`src/rtl/bcd_seq_pkg.sv`:
```
// rtl/bcd_seq_pkg.sv - shared states and digit constants for the BCD digit sequencer
package bcd_seq_pkg;

  typedef enum logic [1:0] {
    IDLE = 2'd0,
    RUN  = 2'd1,
    DONE = 2'd2
  } state_t;

  localparam int                   DIGIT_W       = 4;
  localparam logic [DIGIT_W-1:0]   DIGIT_MAX     = 4'd9;
  localparam logic [DIGIT_W-1:0]   DIGIT_INVALID = 4'hF;

endpackage

```
`src/rtl/bcd_digit_map.sv`:
```
// rtl/bcd_digit_map.sv - combinational 4-bit digit code map with invalid-digit flag
module bcd_digit_map
  import bcd_seq_pkg::*;
(
  input  logic [DIGIT_W-1:0] digit,
  output logic [DIGIT_W-1:0] code,
  output logic               invalid
);

  always_comb begin
    invalid = (digit > DIGIT_MAX);
    case (digit)
      4'd0:    code = 4'h0;
      4'd1:    code = 4'h7;
      4'd2:    code = 4'h6;
      4'd3:    code = 4'h5;
      4'd4:    code = 4'h4;
      4'd5:    code = 4'hB;
      4'd6:    code = 4'hA;
      4'd7:    code = 4'h9;
      4'd8:    code = 4'h8;
      4'd9:    code = 4'hF;
      default: code = DIGIT_INVALID;
    endcase
  end

endmodule

```
`src/rtl/bcd_digit_seq.sv`:
```
// rtl/bcd_digit_seq.sv - serial BCD word mapper, one digit per clock; BCD_DIGIT_SEQ_ERRIDX_EN adds err_idx
module bcd_digit_seq
  import bcd_seq_pkg::*;
#(
  parameter  int NDIG  = 4,
  localparam int W     = 4 * NDIG,
  localparam int IDX_W = (NDIG > 1) ? $clog2(NDIG) : 1
) (
  input  logic             clk,
  input  logic             rst_n,
  input  logic             in_valid,
  output logic             in_ready,
  input  logic [W-1:0]     in_data,
  output logic             out_valid,
  input  logic             out_ready,
  output logic [W-1:0]     out_data,
  output logic             err,
`ifdef BCD_DIGIT_SEQ_ERRIDX_EN
  output logic [IDX_W-1:0] err_idx,
`endif
  output logic             busy
);

  localparam logic [IDX_W-1:0] LAST_IDX = IDX_W'(NDIG - 1);

  state_t               state;
  logic [IDX_W-1:0]     idx;
  logic [W-1:0]         data_q;
  logic [DIGIT_W-1:0]   cur_digit;
  logic [DIGIT_W-1:0]   cur_code;
  logic                 cur_invalid;

  assign in_ready  = (state == IDLE);
  assign busy      = (state == RUN);
  assign out_valid = (state == DONE);

  // Single shared map: select the digit under idx from the latched word.
  always_comb begin
    cur_digit = data_q[DIGIT_W-1:0];
    for (int k = 0; k < NDIG; k++) begin
      if (idx == IDX_W'(k)) cur_digit = data_q[4*k +: 4];
    end
  end

  bcd_digit_map u_map (
    .digit   (cur_digit),
    .code    (cur_code),
    .invalid (cur_invalid)
  );

  always_ff @(posedge clk or negedge rst_n) begin
    if (!rst_n) begin
      state    <= IDLE;
      idx      <= '0;
      data_q   <= '0;
      out_data <= '0;
      err      <= 1'b0;
`ifdef BCD_DIGIT_SEQ_ERRIDX_EN
      err_idx  <= '0;
`endif
    end else begin
      case (state)
        IDLE: begin
          if (in_valid) begin
            data_q   <= in_data;
            idx      <= '0;
            err      <= 1'b0;
            out_data <= '0;
`ifdef BCD_DIGIT_SEQ_ERRIDX_EN
            err_idx  <= '0;
`endif
            state    <= RUN;
          end
        end
        RUN: begin
          for (int k = 0; k < NDIG; k++) begin
            if (idx == IDX_W'(k)) out_data[4*k +: 4] <= cur_code;
          end
          err <= err | cur_invalid;
`ifdef BCD_DIGIT_SEQ_ERRIDX_EN
          // err is still clear only until the first invalid digit lands
          if (cur_invalid && !err) err_idx <= idx;
`endif
          if (idx == LAST_IDX) begin
            idx   <= '0;
            state <= DONE;
          end else begin
            idx <= idx + 1'b1;
          end
        end
        DONE: begin
          if (out_ready) state <= IDLE;
        end
        default: state <= IDLE;
      endcase
    end
  end

endmodule

```
`config.mk`:
```
export PLATFORM = sky130hd
export DESIGN_NAME = bcd_digit_seq
export DESIGN_NICKNAME = d
export VERILOG_FILES = /design/src/rtl/bcd_seq_pkg.sv /design/src/rtl/bcd_digit_map.sv /design/src/rtl/bcd_digit_seq.sv
export SDC_FILE = /design/constraint.sdc
export NUM_CORES = 1
export LEC_CHECK = 0
export CAP_MARGIN = 20
export CORE_ASPECT_RATIO = 2
export CORE_MARGIN = 2
export CORE_UTILIZATION = 45
export CTS_CLUSTER_DIAMETER = 40
export DETAILED_ROUTE_END_ITERATION = 10
export PLACE_DENSITY = 0.81
export SKIP_CTS_REPAIR_TIMING = 1
export SKIP_LAST_GASP = 1
export SLEW_MARGIN = 20
export SYNTH_ARGS = -nofsm -noshare
export SYNTH_HDL_FRONTEND = slang
export SYNTH_SLANG_ARGS = --single-unit
export TNS_END_PERCENT = 20
```
`constraint.sdc`:
```
create_clock -name clk -period 8.2 [get_ports clk]
set_clock_uncertainty 0.05 [all_clocks]
set_input_delay 0.82 -clock clk [delete_from_list [all_inputs] [get_ports clk]]
set_output_delay 0.82 -clock clk [all_outputs]
set_load 0.005 [all_outputs]
```
==> impl_results.rst, run 1 <==
.. list-table::
   :header-rows: 1

   * - Metric
     - Value
   * - Power density of the placed cells
     - 434 mW/mm^2
   * - Portion of synthesized cell area occupied by the leading cell type
     - 51.7%
   * - Clock slew at the register clock pins of the worst setup and hold paths
     - 0.07 ns
   * - Cell Chain, Critical Path
     - inv_1 -> ha_1 -> mux2i_1 -> a221oi_1 -> inv_1 -> ha_1 -> or4b_4 -> nor2b_4 -> a211oi_2
   * - HPWL Detailed
     - 2950 microns
   * - Diode insertion count for antenna repair
     - 0
   * - Final design area excluding fillers
     - 0.00230 sq mm
   * - Area overhead of the layout relative to synthesis
     - 28.7%
   * - Drt pass-1 iters
     - 4
   * - Result of the run
     - finished clean
   * - CTS H-tree depth
     - 2
   * - Post-detailed-placement cell area
     - 0.00222 sq mm
   * - Setup Total Neg Slack
     - 0 ns
   * - Largest cells by area after synthesis
     - dfrtp_1, nand2_1, o21ai_0, mux2_2, ha_1
   * - Area taken by flip-flops and latches
     - 926 sq um
   * - CTS tree
     - built
   * - Final estimated routing congestion in global placement
     - 0.857
   * - Largest net degree at the start of global routing
     - 38
   * - Starting density of the core
     - 46.6%
   * - Length in cells of the worst reg-to-reg path
     - 9
   * - MaxCap Viol Count
     - 0
   * - Period utilization
     - 37.4%
   * - Setup repair after global routing missed its margin
     - no
   * - Synthesis-stage register bit count
     - 37
   * - CP Data Required Time
     - 8.35 ns
   * - Number of buffers inserted by port buffering
     - 39
   * - Family with the most delay on the worst path
     - compound AO/OA/AOI/OAI gates
   * - Leftover overflow at the end of global routing
     - 0
   * - Actual slew at the worst max-slew pin
     - 0.700 ns
   * - Die width
     - 48.6 microns
   * - Data arrival time of the critical path
     - 3.22 ns
   * - CTS Sinks
     - 37
   * - Vias in the first global route
     - 1,501
   * - First-pass GRT wire length
     - 6760 microns
   * - Global-route total usage across every layer
     - 19.5%
   * - Slowest cell on the critical path
     - a221oi_1
   * - Pins over their slew limit
     - 0
   * - Count of routing violations after the opening detailed-route iteration
     - 39
   * - Number of antenna violations at the first check in global routing
     - 0
   * - Worst supply voltage drop on vdd
     - 0.000219 V
   * - Final routed wire length divided by cell count
     - 13.6 microns
   * - Most common library cell in the layout ignoring fill and taps
     - nand2_1
   * - Number of distinct library cells after synthesis
     - 33
   * - Fraction of final layout cells sized beyond drive strength 1
     - 9.09%
   * - Cell count along the critical path
     - 9
   * - Critical setup path kind
     - reg -> reg
   * - Master cell of the clock root buffer
     - clkbuf_8
   * - Crit path max fanout
     - 8
   * - Buf/Inv on CP
     - 2
   * - Startpoint type of the worst setup path
     - flip-flop
   * - Highest attainable clock frequency
     - 326 MHz
   * - Total Nets Final
     - 255
   * - Count of vias placed by the detailed router
     - 1,467
   * - Multi-input gate area in the final layout
     - 803 sq um
   * - Mapped Cells
     - 189
   * - Mean instance size in the synthesized netlist
     - 9.47 sq um
   * - Final critical path time including I/O delays and setup
     - 3.07 ns
   * - Clock insertion delay at the later pin of the skew report
     - 0.29 ns
   * - Count of unresolved DRC violations after routing
     - 0
   * - Library cell with the largest summed area after synthesis
     - dfrtp_1
   * - Most frequent cells in the layout
     - nand2_1, clkdlybuf4s50_1, dfrtp_1
   * - Number of nets still failing antenna checks after routing
     - 0
   * - Post-Route WL
     - 3840 microns
   * - Max-slew headroom
     - 53.2%
   * - Mapped cell area
     - 0.00179 sq mm
   * - Row count
     - 32
   * - Leakage power
     - 0.00107 uW
   * - Cts bufs inserted
     - 5
   * - Delay contributed by the slowest stage of the critical path
     - 0.62 ns
   * - Hold path cells
     - 2
   * - Worst-case setup slack after placement
     - 5.13 ns
   * - Worst Hold Class
     - reg -> reg
   * - Post-synth net total
     - 214
   * - Total core area
     - 0.00384 sq mm
   * - Floorplan die area
     - 0.00453 sq mm
   * - Number of warnings issued by yosys
     - 0
   * - Via/cell ratio
     - 5.20
   * - Setup-failing EPs final
     - 0
   * - Floorplan die height
     - 93.2 microns
   * - Fin worst setup slack
     - 5.13 ns
   * - I/O pin cnt
     - 40
   * - Endpoint type of the worst setup path
     - flip-flop
   * - Final-layout fill cell count
     - 356
   * - Clock buffer depth
     - 2
   * - Sequential-to-total area share from yosys stat
     - 51.7%
   * - Number of hold violations in the final report
     - 0
-- registers in the layout, summed over array words and instances (netlist names) --
register and count:
data_q 16, out_data 16, idx 2, state 2
err 1
-- final timing paths --
check	slack, ns	to	startpoint
min in group asynchronous	0.90	data_q[13]	rst_n
max	5.13	out_data[6]	idx[1]
max reg2reg	5.13	out_data[6]	idx[1]
min reg2reg	0.42	data_q[5]	data_q[5]
max in group asynchronous	6.89	out_data[1]	rst_n
min	0.42	data_q[5]	data_q[5]
-- area by class of cell --
type / count / share of cell area, %
tap: 51 / 2.77
inverter: 7 / 1.14
timing repair buffer: 41 / 17.6
multi-input combinational: 138 / 34.9
sequential: 37 / 40.2
clock buffer: 8 / 3.47
-- synthesized netlist by cell type --
cell type	instances
a211oi_2	1
o31a_1	1
buf_6	1
a31oi_1	2
o221ai_2	1
dfrtp_1	37
clkbuf_1	3
nor2_1	11
mux2_4	2
o221a_2	1
nand2_1	63
buf_1	2
a32o_1	1
a21o_1	1
nand3_1	1
nor3b_1	1
mux2i_1	1
o221a_4	1
a21oi_1	7
and2_1	1
mux2_2	6
o21ai_0	15
nand2b_1	5
or4b_4	1
inv_1	7
a21boi_0	2
ha_1	5
a221oi_1	1
or2_1	1
buf_2	1
o31ai_1	3
a41oi_1	2
nor2b_4	1
-- report_power, final --
part	switching (uW)	internal (uW)	total, uW
clock	58.0	60.3	118
combinational	288	265	553
sequential	57.0	271	328
total	403	596	999
-- stage by stage --
stage / hold WS [ns] / total power (uW) / utilization, % / std cells
final: 0.420 / 999 / 60.0 / 282
after global routing: 0.453 / 1080 / 60.0 / 282
after floorplan: 0.387 / 687 / - / 189
after global placement: 0.402 / 870 / 57.9 / 274
after CTS: 0.423 / 1000 / 60.0 / 282
after detailed placement: 0.407 / 886 / 57.9 / 274
-- worst min-delay path, stage by stage, from the launching register on --
cell and delay (ns):
dfrtp_1 0.34, nand2_1 0.05, nand2_1 0.05
-- kinds of logic after synthesis --
kind of cell	share of synthesized area [%]
and+or+nand+nor	20.2
buffers and inverters	3.42
DFF	51.7
adders and majority gates	3.49
muxes	6.01
AOI/OAI and AO/OA	15.2
-- metal layers --
metal	part of all wire, %	vias up	GRT usage, %
li1	-	718	-
met4	4.0	0	11.7
met1	36	682	20.3
met5	0	-	0
met2	56	52	35.8
met3	4.5	15	3.35
No activity file was read; power rests on OpenSTA's default activity.
==> inputs of run 2 (changes only) <==
==> constraint.sdc (replaced) <==
create_clock -name clk -period 2.91 [get_ports clk]
set_clock_uncertainty 0.05 [all_clocks]
set_input_delay 0.291 -clock clk [delete_from_list [all_inputs] [get_ports clk]]
set_output_delay 0.291 -clock clk [all_outputs]
set_load 0.005 [all_outputs]
==> run 2 against run 1 <==
Against the previous run:
- global-route usage is 0.14 points higher
- wire length is 0.34% lower
- cell count is 0.35% higher
- sequential cell count stayed put
- highest routed layer unchanged
==> impl_results.rst, run 2 (synthesis gave the netlist of run 1 again) <==
.. list-table::
   :header-rows: 1

   * - Metric
     - Value
   * - Biggest registers after layout
     - data_q: 16 flops, out_data: 16 flops
   * - Number of nets still failing antenna checks after routing
     - 0 (unchanged)
   * - Power density of the placed cells
     - 1220 mW/mm^2 (+180%)
   * - Worst supply voltage drop on vdd
     - 0.000644 V (+190%)
   * - Vias in the first global route
     - 1,495 (-0.40%)
   * - Worst Hold Class
     - in -> async
   * - Routing usage on met2
     - 34.6% (-1.3 points)
   * - Result of the run
     - finished clean
   * - Final-layout fill cell count
     - 368 (+3.4%)
   * - Number of standard cells in the final layout excluding fillers
     - 283 (+0.35%)
   * - Master cell of the clock root buffer
     - clkbuf_8
   * - MaxCap Viol Count
     - 0 (unchanged)
   * - I/O pin cnt
     - 40 (unchanged)
   * - Count of vias placed by the detailed router
     - 1,475 (+0.55%)
   * - Setup-failing EPs final
     - 0 (unchanged)
   * - Max-slew headroom
     - 54.7% (+1.5 points)
   * - Top Usage Layer GRT
     - met2
   * - Largest net degree at the start of global routing
     - 38 (unchanged)
   * - Final routed wire length divided by cell count
     - 13.5 microns (-0.69%)
   * - Leftover overflow at the end of global routing
     - 0 (unchanged)
   * - Clock slew at the register clock pins of the worst setup and hold paths
     - 0.07 ns (about the same)
   * - Critical setup path kind
     - reg -> reg
   * - Met1 global-route usage
     - 19.9% (-0.40 points)
   * - Final estimated routing congestion in global placement
     - 0.864 (+0.83%)
   * - Pins over their slew limit
     - 0 (unchanged)
   * - CTS H-tree depth
     - 2 (unchanged)
   * - Cell Chain, Critical Path
     - inv_1 -> ha_1 -> mux2_2 -> o221a_2 -> inv_1 -> ha_1 -> nor2_1 -> o21ai_0 -> o21ai_0
   * - Leakage power
     - 0.00107 uW (+0.79%)
   * - Number of buffers inserted by port buffering
     - 39 (unchanged)
   * - Clock insertion delay at the later pin of the skew report
     - 0.29 ns (about the same)
   * - Most common library cell in the layout ignoring fill and taps
     - nand2_1
   * - Row count
     - 32 (unchanged)
   * - Highest attainable clock frequency
     - 354 MHz (+8.4%)
   * - Actual slew at the worst max-slew pin
     - 0.677 ns (-0.0225 ns)
   * - Data arrival time of the critical path
     - 2.92 ns (-0.30 ns)
   * - Starting density of the core
     - 46.6% (unchanged)
   * - CTS Sinks
     - 37 (unchanged)
   * - Slowest cell on the critical path
     - o21ai_0
   * - Endpoint type of the worst setup path
     - flip-flop
   * - First-pass GRT wire length
     - 6740 microns (-0.21%)
   * - Fraction of final layout cells sized beyond drive strength 1
     - 10.8% (+1.7 points)
   * - Total Nets Final
     - 256 (+0.39%)
   * - Post-Route WL
     - 3830 microns (-0.34%)
   * - Via/cell ratio
     - 5.21 (+0.19%)
   * - Die width
     - 48.6 microns (unchanged)
   * - Most frequent cells in the layout
     - nand2_1, clkdlybuf4s50_1, dfrtp_1
   * - Count of routing violations after the opening detailed-route iteration
     - 24 (-38%)
   * - Count of unresolved DRC violations after routing
     - 0 (unchanged)
   * - Delay contributed by the slowest stage of the critical path
     - 0.54 ns (-0.08 ns)
   * - Cts bufs inserted
     - 5 (unchanged)
   * - Setup repair after global routing missed its margin
     - no
   * - Startpoint type of the worst setup path
     - flip-flop
   * - Number of antenna violations at the first check in global routing
     - 0 (unchanged)
   * - Met3 track demand over resource
     - 3.67% (+0.32 points)
   * - CTS tree
     - built
   * - Setup Total Neg Slack
     - 0 ns (unchanged)
   * - Diode insertion count for antenna repair
     - 0 (unchanged)
   * - Area overhead of the layout relative to synthesis
     - 29.4%
   * - HPWL Detailed
     - 3020 microns (+2.5%)
   * - CP Data Required Time
     - 3.00 ns (-5.35 ns)
   * - Crit path max fanout
     - 8 (unchanged)
   * - Floorplan die area
     - 0.00453 sq mm (unchanged)
   * - Final critical path time including I/O delays and setup
     - 2.83 ns (-0.238 ns)
   * - Period utilization
     - 97.2% (+60 points)
   * - Placed Cells
     - 275 (+0.36%)
   * - Floorplan die height
     - 93.2 microns (unchanged)
   * - Total core area
     - 0.00384 sq mm (unchanged)
   * - Drt pass-1 iters
     - 4 (unchanged)
   * - Global-route total usage across every layer
     - 19.7% (+0.14 points)
   * - Number of hold violations in the final report
     - 0 (unchanged)
   * - Clock buffer depth
     - 2 (unchanged)
[run 2: per-stage QoR]
step	instance area [sq um]	setup WS [ns]	util [%]	power [uW]	hold WS (ns)
CTS	2310	0.196	60.2	2870	0.378
global placement	2230	0.269	58.1	2470	0.403
detailed placement	2230	0.199	58.1	2530	0.404
global route	2320	0.00512	60.3	3090	0.430
finish	2320	0.0820	60.3	2840	0.370
floorplan	1790	0.236	-	1940	-0.0546
[run 2: critical path: cells and delay by family (launching register included)]
family	cells	cell delay, ns
adder cells (fa/ha/maj)	2	0.58
AO/OA/AOI/OAI	3	1.00
buffers and inverters	2	0.20
multiplexers	1	0.40
flip-flops	1	0.40
AND/OR/NAND/NOR	1	0.05
[run 2: metal layers]
metal | vias up | wire length [microns] | part of all wire [%]
li1 | 719 | - | -
met1 | 695 | 1330 | 35
met2 | 41 | 2090 | 55
met3 | 20 | 131 | 3.4
met4 | 0 | 272 | 7.1
met5 | - | 0 | 0
[run 2: layout make-up]
class / instances / area (sq um) / share of cell area (%)
clock buffers: 6 / 72.6 / 3.13
clock inverters: 2 / 10.0 / 0.432
inverters: 7 / 26.3 / 1.13
multi-input cells: 138 / 806 / 34.8
flip-flops and latches: 37 / 926 / 40.0
well taps: 51 / 63.8 / 2.75
repair buffers: 42 / 413 / 17.8
[run 2: where the power goes]
part           total [uW]  switching [uW]  internal [uW]  leakage [uW]
registers             926             161            765      0.000460
clock network         332             166            166     0.0000450
logic                1580             814            766      0.000569
[run 2: worst paths after layout]
path                             from            to  slack, ns  cells past startpoint
max in group asynchronous       rst_n   out_data[7]       2.13                      2
hold / removal                  rst_n    data_q[11]       0.37                      2
min in group clk           data_q[13]    data_q[13]       0.43                      2
setup reg to reg               idx[1]  out_data[15]       0.08                      9
hold reg to reg            data_q[13]    data_q[13]       0.43                      2
setup / recovery               idx[1]  out_data[15]       0.08                      9
==> inputs of run 3 (changes only) <==
--- a/config.mk
+++ b/config.mk
@@ -10,6 +10,7 @@
 export CORE_MARGIN = 2
 export CORE_UTILIZATION = 45
 export CTS_CLUSTER_DIAMETER = 40
+export CTS_CLUSTER_SIZE = 16
 export DETAILED_ROUTE_END_ITERATION = 10
 export PLACE_DENSITY = 0.81
 export SKIP_CTS_REPAIR_TIMING = 1
==> results of run 3 <==
The final DEF is identical to that of run 2; final timing and power are the same.
